**src/rtl/car_row_if.sv**
```systemverilog
// Bus between the game-state/display side and car_row_scheduler.
//
// Strobe semantics: row_load and row_swap are single-cycle strobes sampled on
// the rising clock edge; there is no back-pressure. ready is a level that
// stays high until the next row_swap or row_load. rd_col -> rd_type is a
// fixed one-cycle read with no handshake. late is a one-cycle pulse.
interface car_row_if;
  logic [79:0] car_x_flat;
  logic [63:0] car_y_flat;
  logic        row_load;
  logic [3:0]  load_row;
  logic        row_swap;
  logic [4:0]  rd_col;
  logic [2:0]  rd_type;
  logic        busy;
  logic        ready;
  logic        late;
  logic        overlap;
  logic [1:0]  dbg_state;

  modport master (
    output car_x_flat, car_y_flat, row_load, load_row, row_swap, rd_col,
    input  rd_type, busy, ready, late, overlap, dbg_state
  );

  modport slave (
    input  car_x_flat, car_y_flat, row_load, load_row, row_swap, rd_col,
    output rd_type, busy, ready, late, overlap, dbg_state
  );
endinterface

```
**src/rtl/car_row_scheduler.sv**
```systemverilog
// Builds a per-column sprite map for one grid row from the car slot positions
// into a shadow bank while the display reads the active bank. A build clears
// the shadow bank one column per cycle, then scans one car per cycle.
module car_row_scheduler #(
  parameter int          NUM_CARS = 16,
  parameter int          NUM_COLS = 20,
  parameter logic [31:0] CAR_TYPE = 32'h0000_0000
) (
  input logic       clk,
  input logic       reset,
  car_row_if.slave  bus
);

  localparam logic [4:0] LP_NUM_COLS = 5'(NUM_COLS);
  localparam logic [4:0] LP_LAST_COL = 5'(NUM_COLS - 1);
  localparam logic [4:0] LP_LAST_CAR = 5'(NUM_CARS - 1);

  typedef enum logic [1:0] {
    ST_IDLE  = 2'd0,
    ST_CLEAR = 2'd1,
    ST_SCAN  = 2'd2,
    ST_READY = 2'd3
  } state_t;

  state_t      r_state;
  state_t      w_state_next;
  logic [4:0]  r_idx;
  logic [4:0]  w_idx_next;
  logic [3:0]  r_tgt_row;
  logic        r_bank_sel;
  logic        r_active_valid;
  logic        r_late;
  logic        r_overlap;
  logic [2:0]  r_rd_type;

  // Bank r_bank_sel is the one the display reads; the other is the shadow.
  logic [2:0]  r_bank0 [NUM_COLS];
  logic [2:0]  r_bank1 [NUM_COLS];

  logic        w_load;
  logic        w_swap_ok;
  logic        w_late_next;
  logic        w_ovl_set;
  logic        w_we;
  logic [4:0]  w_waddr;
  logic [2:0]  w_wdata;

  logic [3:0]  w_car_i;
  logic [4:0]  w_car_x;
  logic [3:0]  w_car_y;
  logic [1:0]  w_car_kind;
  logic [2:0]  w_type_code;
  logic        w_car_hit;
  logic [4:0]  w_sh_addr;
  logic [2:0]  w_sh_entry;

  logic        w_rd_in_range;
  logic [4:0]  w_rd_addr;
  logic [2:0]  w_rd_value;

  // Select the car being scanned this cycle and look up its shadow column.
  always_comb begin
    w_car_i     = r_idx[3:0];
    w_car_x     = bus.car_x_flat[5*w_car_i +: 5];
    w_car_y     = bus.car_y_flat[4*w_car_i +: 4];
    w_car_kind  = CAR_TYPE[2*w_car_i +: 2];
    w_type_code = {1'b0, w_car_kind} + 3'd1;
    w_car_hit   = (w_car_y == r_tgt_row) && (w_car_x < LP_NUM_COLS);
    w_sh_addr   = (w_car_x < LP_NUM_COLS) ? w_car_x : 5'd0;
    w_sh_entry  = r_bank_sel ? r_bank0[w_sh_addr] : r_bank1[w_sh_addr];
  end

  // Next-state and shadow-write control; a row_load always restarts a build.
  always_comb begin
    w_state_next = r_state;
    w_idx_next   = r_idx;
    w_load       = 1'b0;
    w_swap_ok    = 1'b0;
    w_late_next  = 1'b0;
    w_ovl_set    = 1'b0;
    w_we         = 1'b0;
    w_waddr      = 5'd0;
    w_wdata      = 3'd0;

    // The swap is judged against the current state before any load.
    if (bus.row_swap) begin
      if (r_state == ST_READY) w_swap_ok = 1'b1;
      else                     w_late_next = 1'b1;
    end

    case (r_state)
      ST_IDLE: begin
        w_state_next = ST_IDLE;
      end
      ST_CLEAR: begin
        w_we    = 1'b1;
        w_waddr = r_idx;
        w_wdata = 3'd0;
        if (r_idx == LP_LAST_COL) begin
          w_state_next = ST_SCAN;
          w_idx_next   = 5'd0;
        end else begin
          w_idx_next = r_idx + 5'd1;
        end
      end
      ST_SCAN: begin
        if (w_car_hit) begin
          // Lowest car index keeps the column; later hits only flag overlap.
          if (w_sh_entry != 3'd0) begin
            w_ovl_set = 1'b1;
          end else begin
            w_we    = 1'b1;
            w_waddr = w_car_x;
            w_wdata = w_type_code;
          end
        end
        if (r_idx == LP_LAST_CAR) begin
          w_state_next = ST_READY;
          w_idx_next   = 5'd0;
        end else begin
          w_idx_next = r_idx + 5'd1;
        end
      end
      ST_READY: begin
        if (w_swap_ok) w_state_next = ST_IDLE;
      end
      default: begin
        w_state_next = ST_IDLE;
        w_idx_next   = 5'd0;
      end
    endcase

    if (bus.row_load) begin
      w_load       = 1'b1;
      w_state_next = ST_CLEAR;
      w_idx_next   = 5'd0;
      w_we         = 1'b0;
      w_ovl_set    = 1'b0;
    end
  end

  // State, control registers and status flags.
  always_ff @(posedge clk) begin
    if (reset) begin
      r_state        <= ST_IDLE;
      r_idx          <= 5'd0;
      r_tgt_row      <= 4'd0;
      r_bank_sel     <= 1'b0;
      r_active_valid <= 1'b0;
      r_late         <= 1'b0;
      r_overlap      <= 1'b0;
    end else begin
      r_state <= w_state_next;
      r_idx   <= w_idx_next;
      r_late  <= w_late_next;
      if (w_load) r_tgt_row <= bus.load_row;
      if (w_swap_ok) begin
        r_bank_sel     <= ~r_bank_sel;
        r_active_valid <= 1'b1;
      end
      if (w_load)         r_overlap <= 1'b0;
      else if (w_ovl_set) r_overlap <= 1'b1;
    end
  end

  // Shadow bank write port; the shadow is the bank not selected for display.
  always_ff @(posedge clk) begin
    if (!reset && w_we) begin
      if (r_bank_sel) r_bank0[w_waddr] <= w_wdata;
      else            r_bank1[w_waddr] <= w_wdata;
    end
  end

  // Display read: uses the bank selection as it stood before any same-cycle swap.
  always_comb begin
    w_rd_in_range = (bus.rd_col < LP_NUM_COLS);
    w_rd_addr     = w_rd_in_range ? bus.rd_col : 5'd0;
    if (r_active_valid && w_rd_in_range)
      w_rd_value = r_bank_sel ? r_bank1[w_rd_addr] : r_bank0[w_rd_addr];
    else
      w_rd_value = 3'd0;
  end

  // Registered read result, one cycle after rd_col.
  always_ff @(posedge clk) begin
    if (reset) r_rd_type <= 3'd0;
    else       r_rd_type <= w_rd_value;
  end

  assign bus.rd_type   = r_rd_type;
  assign bus.busy      = (r_state == ST_CLEAR) || (r_state == ST_SCAN);
  assign bus.ready     = (r_state == ST_READY);
  assign bus.late      = r_late;
  assign bus.overlap   = r_overlap;
  assign bus.dbg_state = r_state;

endmodule

```
**src/flat_wrapper.sv**
```systemverilog
// flat-port wrapper written by rule: the top's interface ports become plain ports
module car_row_scheduler_flat 
#(
  parameter int          NUM_CARS = 16,
  parameter int          NUM_COLS = 20,
  parameter logic [31:0] CAR_TYPE = 32'h0000_0000
)
  (clk, reset, bus_car_x_flat, bus_car_y_flat, bus_row_load, bus_load_row, bus_row_swap, bus_rd_col, bus_rd_type, bus_busy, bus_ready, bus_late, bus_overlap, bus_dbg_state);
  car_row_if bus_i ();
  input logic clk;
  input logic reset;
  input wire logic [$bits(bus_i.car_x_flat)-1:0] bus_car_x_flat;
  input wire logic [$bits(bus_i.car_y_flat)-1:0] bus_car_y_flat;
  input wire logic [$bits(bus_i.row_load)-1:0] bus_row_load;
  input wire logic [$bits(bus_i.load_row)-1:0] bus_load_row;
  input wire logic [$bits(bus_i.row_swap)-1:0] bus_row_swap;
  input wire logic [$bits(bus_i.rd_col)-1:0] bus_rd_col;
  output wire logic [$bits(bus_i.rd_type)-1:0] bus_rd_type;
  output wire logic [$bits(bus_i.busy)-1:0] bus_busy;
  output wire logic [$bits(bus_i.ready)-1:0] bus_ready;
  output wire logic [$bits(bus_i.late)-1:0] bus_late;
  output wire logic [$bits(bus_i.overlap)-1:0] bus_overlap;
  output wire logic [$bits(bus_i.dbg_state)-1:0] bus_dbg_state;
  assign bus_i.car_x_flat = bus_car_x_flat;
  assign bus_i.car_y_flat = bus_car_y_flat;
  assign bus_i.row_load = bus_row_load;
  assign bus_i.load_row = bus_load_row;
  assign bus_i.row_swap = bus_row_swap;
  assign bus_i.rd_col = bus_rd_col;
  assign bus_rd_type = bus_i.rd_type;
  assign bus_busy = bus_i.busy;
  assign bus_ready = bus_i.ready;
  assign bus_late = bus_i.late;
  assign bus_overlap = bus_i.overlap;
  assign bus_dbg_state = bus_i.dbg_state;
  car_row_scheduler #(.NUM_CARS(NUM_CARS), .NUM_COLS(NUM_COLS), .CAR_TYPE(CAR_TYPE)) u_core (.clk(clk), .reset(reset), .bus(bus_i));
endmodule
```
**config.mk**
```make
export PLATFORM = sky130hd
export DESIGN_NAME = car_row_scheduler_flat
export DESIGN_NICKNAME = d
export VERILOG_FILES = /design/src/rtl/car_row_if.sv /design/src/rtl/car_row_scheduler.sv /design/src/flat_wrapper.sv
export SDC_FILE = /design/constraint.sdc
export NUM_CORES = 1
export LEC_CHECK = 0
export CAP_MARGIN = 20
export CELL_PAD_IN_SITES_DETAIL_PLACEMENT = 0
export CELL_PAD_IN_SITES_GLOBAL_PLACEMENT = 1
export CORE_MARGIN = 10
export CORE_UTILIZATION = 31
export DETAILED_ROUTE_END_ITERATION = 16
export PLACE_DENSITY = 0.73
export SLEW_MARGIN = 20
export SYNTH_ARGS = -nofsm -noshare
export SYNTH_HDL_FRONTEND = slang
export SYNTH_SLANG_ARGS = --single-unit
```
**constraint.sdc**
```tcl
create_clock -name clk -period 4.8 [get_ports clk]
set_input_delay 0.96 -clock clk [delete_from_list [all_inputs] [get_ports clk]]
set_output_delay 0.96 -clock clk [all_outputs]
set_load 0.01 [all_outputs]
```
==> summary.txt, run 1 <==
Run status
  – Status: finished clean

Setup path
  – Crit Path Class: in2reg
  – Crit path cell chain: clkdlybuf4s50_1 > mux4_2 > mux4_2 > buf_12 > inv_1 > a211oi_1 > o211ai_1 > nand3_1 > a31oi_2 > nor3_4 > buf_4 > a221o_1 > nor3_1
  – Crit path DAT: 4580 ps
  – Setup crit start kind: input pin
  – Crit path max-delay family: multiplexers
  – Setup crit end kind: flip-flop
  – CP Data Required Time: 4790 ps
  – Slowest cell on the critical path: mux4_2
  – Slowest stage delay, CP: 570 ps
  – Worst Path Max Fanout: 17
  – CP most frequent cell: mux4_2
  – CP bufs+invs: 4

STA
  – Pins over their slew limit: 0
  – Setup violations, final: 0
  – Min Tclk post-route: 4590 ps
  – Headroom to the max-slew limit: 54.6%
  – Setup ws final: 210 ps
  – Worst Tran Pin Value: 680 ps
  – Clk_skew: 12.7 ps
  – Final period utilization: 95.6%
  – RSZ-0062 raised after global routing: no
  – F_max: 218 MHz
  – Final Hold Viols: 0

Clock tree
  – Longest Clk Path Bufs: 2
  – Clock latency on the worst-skew pair: 310 ps
  – Clock Sinks: 56
  – Reg clk slew, reported paths: 70 ps
  – Clock root buffer: clkbuf_16
  – Hold-fix buffers, CTS: 0
  – CTS HTree Levels: 2
  – TritonCTS clock tree: built
  – CTS buffer count: 5

Floorplan
  – Die width: 141 µm
  – Cell row count: 44
  – Height of the die: 141 µm
  – Starting density of the core: 31.4%
  – Core ar.: 14,400 µm²
  – Die area: 19,900 µm²
  – IO Pins: 166

Layout
  – Commonest non-fill, non-tap cells in the layout: clkdlybuf4s50_1 (163), mux4_2 (48), nor2_1 (43), edfxtp_1 (40), buf_4 (29)
  – Commonest non-fill, non-tap cell in the layout: clkdlybuf4s50_1
  – Share of cells above drive strength 1: 18.4%
  – Area Overhead vs Synth: 47.4%
  – Final nets: 743
  – Diode count: 0
  – Final Util: 46.3%
  – Non-filler cells, final: 765

Yosys
  – Largest area contributor in the synthesized netlist: edfxtp_1
  – Synth Warn #: 0
  – FF+latch count, synth: 56
  – Number of flops mapped to enable cells by yosys: 40
  – Synth cell types: 66
  – Syn Inst Count: 406
  – Post-Syn Area: 4530 µm²
  – Synth Area in XOR/XNOR: 1.55%
  – Syn avg cell area: 11.2 µm²
  – Ranking of synthesized cells by area: edfxtp_1 (27%), mux4_2 (24%), dfxtp_1 (7.1%), mux2i_1 (5.3%), nor2_1 (3.6%)
  – Synth top area share: 26.5%
  – Ys flop type: edfxtp_1
  – Simple-gate portion of the synthesized area: 14.7%
  – Seq/Total Area, Yosys: 33.6%
  – Adder-cell area share of the yosys netlist: 1.66%
  – FFs w/ async S/R, synth: 0%
  – Post-synthesis mux area share: 30.7%
  – Complex-gate fraction of the synthesized area: 12.8%
  – Largest family of logic cells by synthesized area: multiplexers

Global routing
  – Vias in the first global route: 4,535
  – Remaining global-route overflow: 0
  – Initial antenna violation count: 0
  – GR Util All Layers: 15.9%
  – Largest net degree at the start of global routing: 35
  – First-pass GRT wire length: 25,200 µm

Power and ir drop
  – Logic pwr share: 28.5%
  – Cell Int Power: 0.937 mW
  – Reg power frac: 41.2%
  – Clock power frac: 30.3%
  – Peak supply drop: 125 µV
  – Pwr dens: 190 nW/µm²
  – LEAKAGE: 2.15 nW
  – Net Switching: 0.332 mW
  – Net Sw Frac: 26.2%

Detailed routing
  – Antenna-violating nets left: 0
  – Via count: 4,154
  – Final wirelength: 16,300 µm
  – 1st-pass router iterations: 4
  – Iter 0 DRT Violations: 290
  – Avg WL per Cell: 21.3 µm
  – # DRC: 0
  – Vias per cell: 5.43

Job
  – Max cap viols: 0

Worst hold path
  – HP Class: reg2reg

Place
  – DP HPWL: 13,700 µm
  – Post-Place Cells: 754
  – Pre-CTS setup slack: -214 ps
  – Placer congestion estimate: 0.868
  – IO Port Bufs: 163
## per-stage QoR
stage	total power, mW	TNS (ps)	hold slack (ps)	cell area, µm²
finish	1.27	0	473	6680
CTS	1.27	0	479	6640
detailed placement	0.897	-1300	457	6480
global placement	0.892	-107	439	6480
floorplan	0.710	0	429	4530
global route	1.31	0	496	6680
## worst paths after layout
| check | start | to | slack [ps] | cells after the start |
|---|---|---|---|---|
| min reg2reg | u_core.r_active_valid | u_core.r_active_valid | 470 | 2 |
| max | bus_car_x_flat[65] | u_core.r_bank0[16][0] | 210 | 13 |
| max reg2reg | u_core.r_idx[0] | u_core.r_bank0[16][0] | 500 | 12 |
| min | u_core.r_active_valid | u_core.r_active_valid | 470 | 2 |
## repair_timing
action / 4_1_cts / 5_1_grt
setup endpoints to repair: 0 / 12
gates resized for setup: 0 / 3
buffers inserted: 0 / 3
## per-layer routing
metal / routed length, µm / vias to the layer above / global-route usage [%]
met5: 0 / - / 0
met4: 143 / 0 / 3.10
met3: 1750 / 13 / 6.18
met2: 8480 / 197 / 28.5
met1: 5950 / 1989 / 17.5
li1: - / 1955 / -
## cell type report
class / instances / area (µm²)
clock buffer: 5 / 125
clock inverter: 3 / 27.5
fill: 1377 / 7750
inverter: 13 / 48.8
multi-input combinational: 309 / 2810
sequential: 56 / 1520
tap: 184 / 230
timing repair buffer: 195 / 1910
## flip-flops by register name, summed over array words and instances (netlist names)
register,flops
u_core.r_bank_sel,1
u_core.r_active_valid,1
u_core.r_bank1,20
u_core.bus.late,1
u_core.bus.dbg_state,2
u_core.r_tgt_row,4
u_core.r_bank0,20
u_core.bus.overlap,1
u_core.bus.rd_type,1
u_core.r_idx,5
## cells in the mapped netlist, types with 2 or more instances
cell,count
dfxtp_1,16
nand3b_1,2
inv_1,12
or2_2,2
nor3b_1,4
a32oi_1,2
and2_1,3
buf_2,4
buf_8,2
nor2_1,43
clkbuf_1,14
nor2b_1,6
a211oi_1,6
edfxtp_1,40
o221ai_1,4
o2111ai_1,5
nor3_1,22
or3b_1,2
buf_1,3
xor2_1,3
o21ai_0,14
a31oi_1,4
nand4_1,3
o31ai_1,2
xnor2_1,5
ha_1,6
mux2_2,4
a21oi_1,12
and3_1,2
buf_6,3
mux4_2,48
nand3_1,12
o41ai_1,2
nor4_1,2
o22ai_1,6
nand2_1,27
mux2i_1,24
nand2b_1,4
a221o_1,2
buf_4,3
## power groups by stage
stage                     clock network (mW)  logic (mW)  registers [mW]
after global placement                     0       0.358           0.534
after floorplan                            0       0.179           0.530
after CTS                              0.388       0.364           0.523
after global routing                   0.399       0.389           0.524
after detailed placement                   0       0.363           0.534
final                                  0.384       0.362           0.523
## worst register-to-register path, stage by stage, from the launching register on
cell     delay [ps]
dfxtp_2         530
buf_12          300
mux4_2          560
mux4_2          620
buf_4           230
nor2_1          150
o31ai_1         100
o32ai_2         300
o211a_4         250
nor3_4           60
buf_4           150
a221o_1         470
nor3_1          280
## cell families (layout without fill, tap and decap cells)
group | count (synthesis) | after routing
mux | 78 | 78
buf+inv | 42 | 216
fa+ha+maj | 6 | 6
simple gates | 138 | 138
xor+xnor | 8 | 8
flops | 56 | 56
compound gates | 77 | 77
other cells | 1 | 2
(Power assumes the default switching activity.)
==> run 2: changes to the inputs <==
CORE_UTILIZATION = 37   (was 31)
PLACE_DENSITY = 0.82   (was 0.73)
clock period = 5.7 ns   (was 4.8 ns; I/O delays follow)
==> run 2 against run 1 <==
Effect of this change: sequential share of layout area grew 0.91 points; sequential power is 16% lower; sequential cell count unchanged; register-to-register slack improved by 460 ps; non-clock buffer count is 19 lower; setup slack improved by 420 ps; clock skew down 7.6 ps; critical path type unchanged; largest cell class unchanged.
==> summary.txt, run 2 (synthesized netlist as in run 1, its figures left out) <==
Setup path
  – Setup crit end kind: flip-flop
  – Reg2reg setup slack: 960 ps (+460 ps)
  – Setup crit start kind: input pin
  – Worst Path Max Fanout: 23 (+6)
  – CP Data Required Time: 5690 ps (+900 ps)
  – Crit path DAT: 5060 ps (+480 ps)
  – Crit Path Class: in2reg

Clock tree
  – Reg clk slew, reported paths: 70 ps (about the same)
  – Clock root buffer: clkbuf_16
  – CTS resizes: 0 (unchanged)
  – Clock latency on the worst-skew pair: 300 ps (about the same)
  – Longest Clk Path Bufs: 2 (unchanged)
  – TritonCTS clock tree: built
  – Post-CTS Setup Bufs: 0 (unchanged)
  – CTS HTree Levels: 2 (unchanged)
  – Hold-fix buffers, CTS: 0 (unchanged)
  – Clock Sinks: 56 (unchanged)
  – CTS buffer count: 5 (unchanged)

Floorplan
  – Starting density of the core: 37.7% (+6.3 points)
  – Die area: 17,100 µm² (-14%)
  – Die width: 131 µm (-7.3%)
  – IO Pins: 166 (unchanged)
  – Height of the die: 131 µm (-7.3%)
  – Core ar.: 12,000 µm² (-17%)
  – Cell row count: 40 (-9.1%)

Worst hold path
  – HP Class: reg2reg

Layout
  – Post-Layout Inst Area: 6420 µm² (-3.8%)
  – Reg area: 1520 µm² (unchanged)
  – Final nets: 724 (-2.6%)
  – Number of fill cells: 1,080 (-22%)
  – Regs by FF count: u_core.r_bank0: 20 flops, u_core.r_bank1: 20 flops, u_core.r_idx: 5 flops
  – Diode count: 0 (unchanged)
  – Multi-input gate area: 2790 µm² (-0.71%)
  – Commonest non-fill, non-tap cell in the layout: clkdlybuf4s50_1
  – Share of cells above drive strength 1: 15.3% (-3.1 points)
  – Commonest non-fill, non-tap cells in the layout: clkdlybuf4s50_1 (163), mux4_2 (48), nor2_1 (43), edfxtp_1 (40), nand2_1 (27)
  – Area Overhead vs Synth: 41.8%

Detailed routing
  – Vias per cell: 5.87 (+8.0%)
  – 1st-pass router iterations: 5 (+1)
  – Avg WL per Cell: 22.6 µm (+5.7%)
  – Iter 0 DRT Violations: 350 (+21%)
  – # DRC: 0 (unchanged)
  – Via count: 4,159 (+0.12%)
  – Final wirelength: 16,000 µm (-2.0%)
  – Antenna-violating nets left: 0 (unchanged)

Place
  – Placer congestion estimate: 0.929 (+7.1%)
  – DP HPWL: 13,300 µm (-2.8%)
  – Placed Area: 6280 µm² (-3.1%)
  – IO Port Bufs: 163 (unchanged)

STA
  – Setup TNS: 0 ps (unchanged)
  – Min Tclk post-route: 5070 ps
  – F_max: 197 MHz
  – Clk_skew: 5.15 ps (-7.58 ps)
  – Final period utilization: 89.0%
  – Worst Tran Pin Value: 942 ps (+262 ps)
  – Setup violations, final: 0 (unchanged)
  – RSZ-0062 raised after global routing: no
  – Pins over their slew limit: 0 (unchanged)
  – Final Hold Viols: 0 (unchanged)
  – Headroom to the max-slew limit: 37.0% (-18 points)

Run status
  – Status: finished clean

Global routing
  – Remaining global-route overflow: 0 (unchanged)
  – Largest net degree at the start of global routing: 29 (-17%)
  – Vias in the first global route: 4,566 (+0.68%)
  – Initial antenna violation count: 0 (unchanged)
  – First-pass GRT wire length: 25,200 µm (-0.22%)
  – GR Util All Layers: 18.9% (+2.9 points)

Power and ir drop
  – Peak supply drop: 110 µV (-12%)
  – Net Sw Frac: 25.3% (-0.87 points)
  – Pwr dens: 161 nW/µm² (-15%)
  – Clock power frac: 29.5% (-0.8 points)
  – LEAKAGE: 2.05 nW (-4.8%)
  – Logic pwr share: 27.8% (-0.7 points)
  – Net Switching: 0.262 mW (-21%)
  – Reg power frac: 42.6% (+1.4 points)
  – Cell Int Power: 0.774 mW (-17%)

Job
  – Max cap viols: 0 (unchanged)
[run 2: path summary, 6_finish.rpt]
kind                                         start                     to  cells past startpoint
worst min register to register  u_core.bus.overlap     u_core.bus.overlap                      1
worst min-delay path            u_core.bus.overlap     u_core.bus.overlap                      1
worst max register to register     u_core.r_idx[0]  u_core.r_bank1[17][0]                     11
worst max-delay path            bus_car_x_flat[70]   u_core.r_bank1[5][0]                     11
[run 2: critical path, stage by stage]
cell and delay [ps]:
clkdlybuf4s50_1 410, mux4_2 460, mux4_2 790, and2_1 280
a211oi_1 170, a21oi_1 60, a32oi_1 290, a31oi_1 230
o41ai_1 440, nand3_1 430, nor3_1 360
[run 2: power groups by stage]
stage / registers (mW) / logic [mW] / clock network (mW)
floorplan: 0.447 / 0.151 / 0
global placement: 0.451 / 0.281 / 0
detailed placement: 0.451 / 0.287 / 0
CTS: 0.442 / 0.288 / 0.309
global route: 0.442 / 0.307 / 0.331
finish: 0.441 / 0.288 / 0.306
[run 2: final cells by class]
cell class | instances | area share [%]
clock buffer | 5 | 1.95
clock inverter | 3 | 0.292
inverter | 13 | 0.760
multi-input combinational | 309 | 43.5
sequential | 56 | 23.7
tap | 147 | 2.86
timing repair buffer | 176 | 26.9
[run 2: per-stage QoR]
stage / util, % / instances / total power, mW / worst slack [ps] / hold slack, ps
after floorplan: - / 407 / 0.598 / 878 / 429
after global placement: 52.3 / 701 / 0.732 / 428 / 450
after detailed placement: 52.3 / 701 / 0.737 / 340 / 458
after CTS: 53.5 / 709 / 1.04 / 654 / 474
after global routing: 53.5 / 709 / 1.08 / 454 / 498
final: 53.5 / 709 / 1.04 / 625 / 470
[run 2: layer usage]
layer  vias to the layer above  wire [µm]  part of all wire [%]  global-route usage [%]
met1                      2011       5910                    37                    21.0
met4                         0        239                   1.5                    4.32
met2                       218       8190                    51                    34.3
li1                       1914          -                     -                       -
met5                         -          0                     0                       0
met3                        16       1650                    10                    5.88
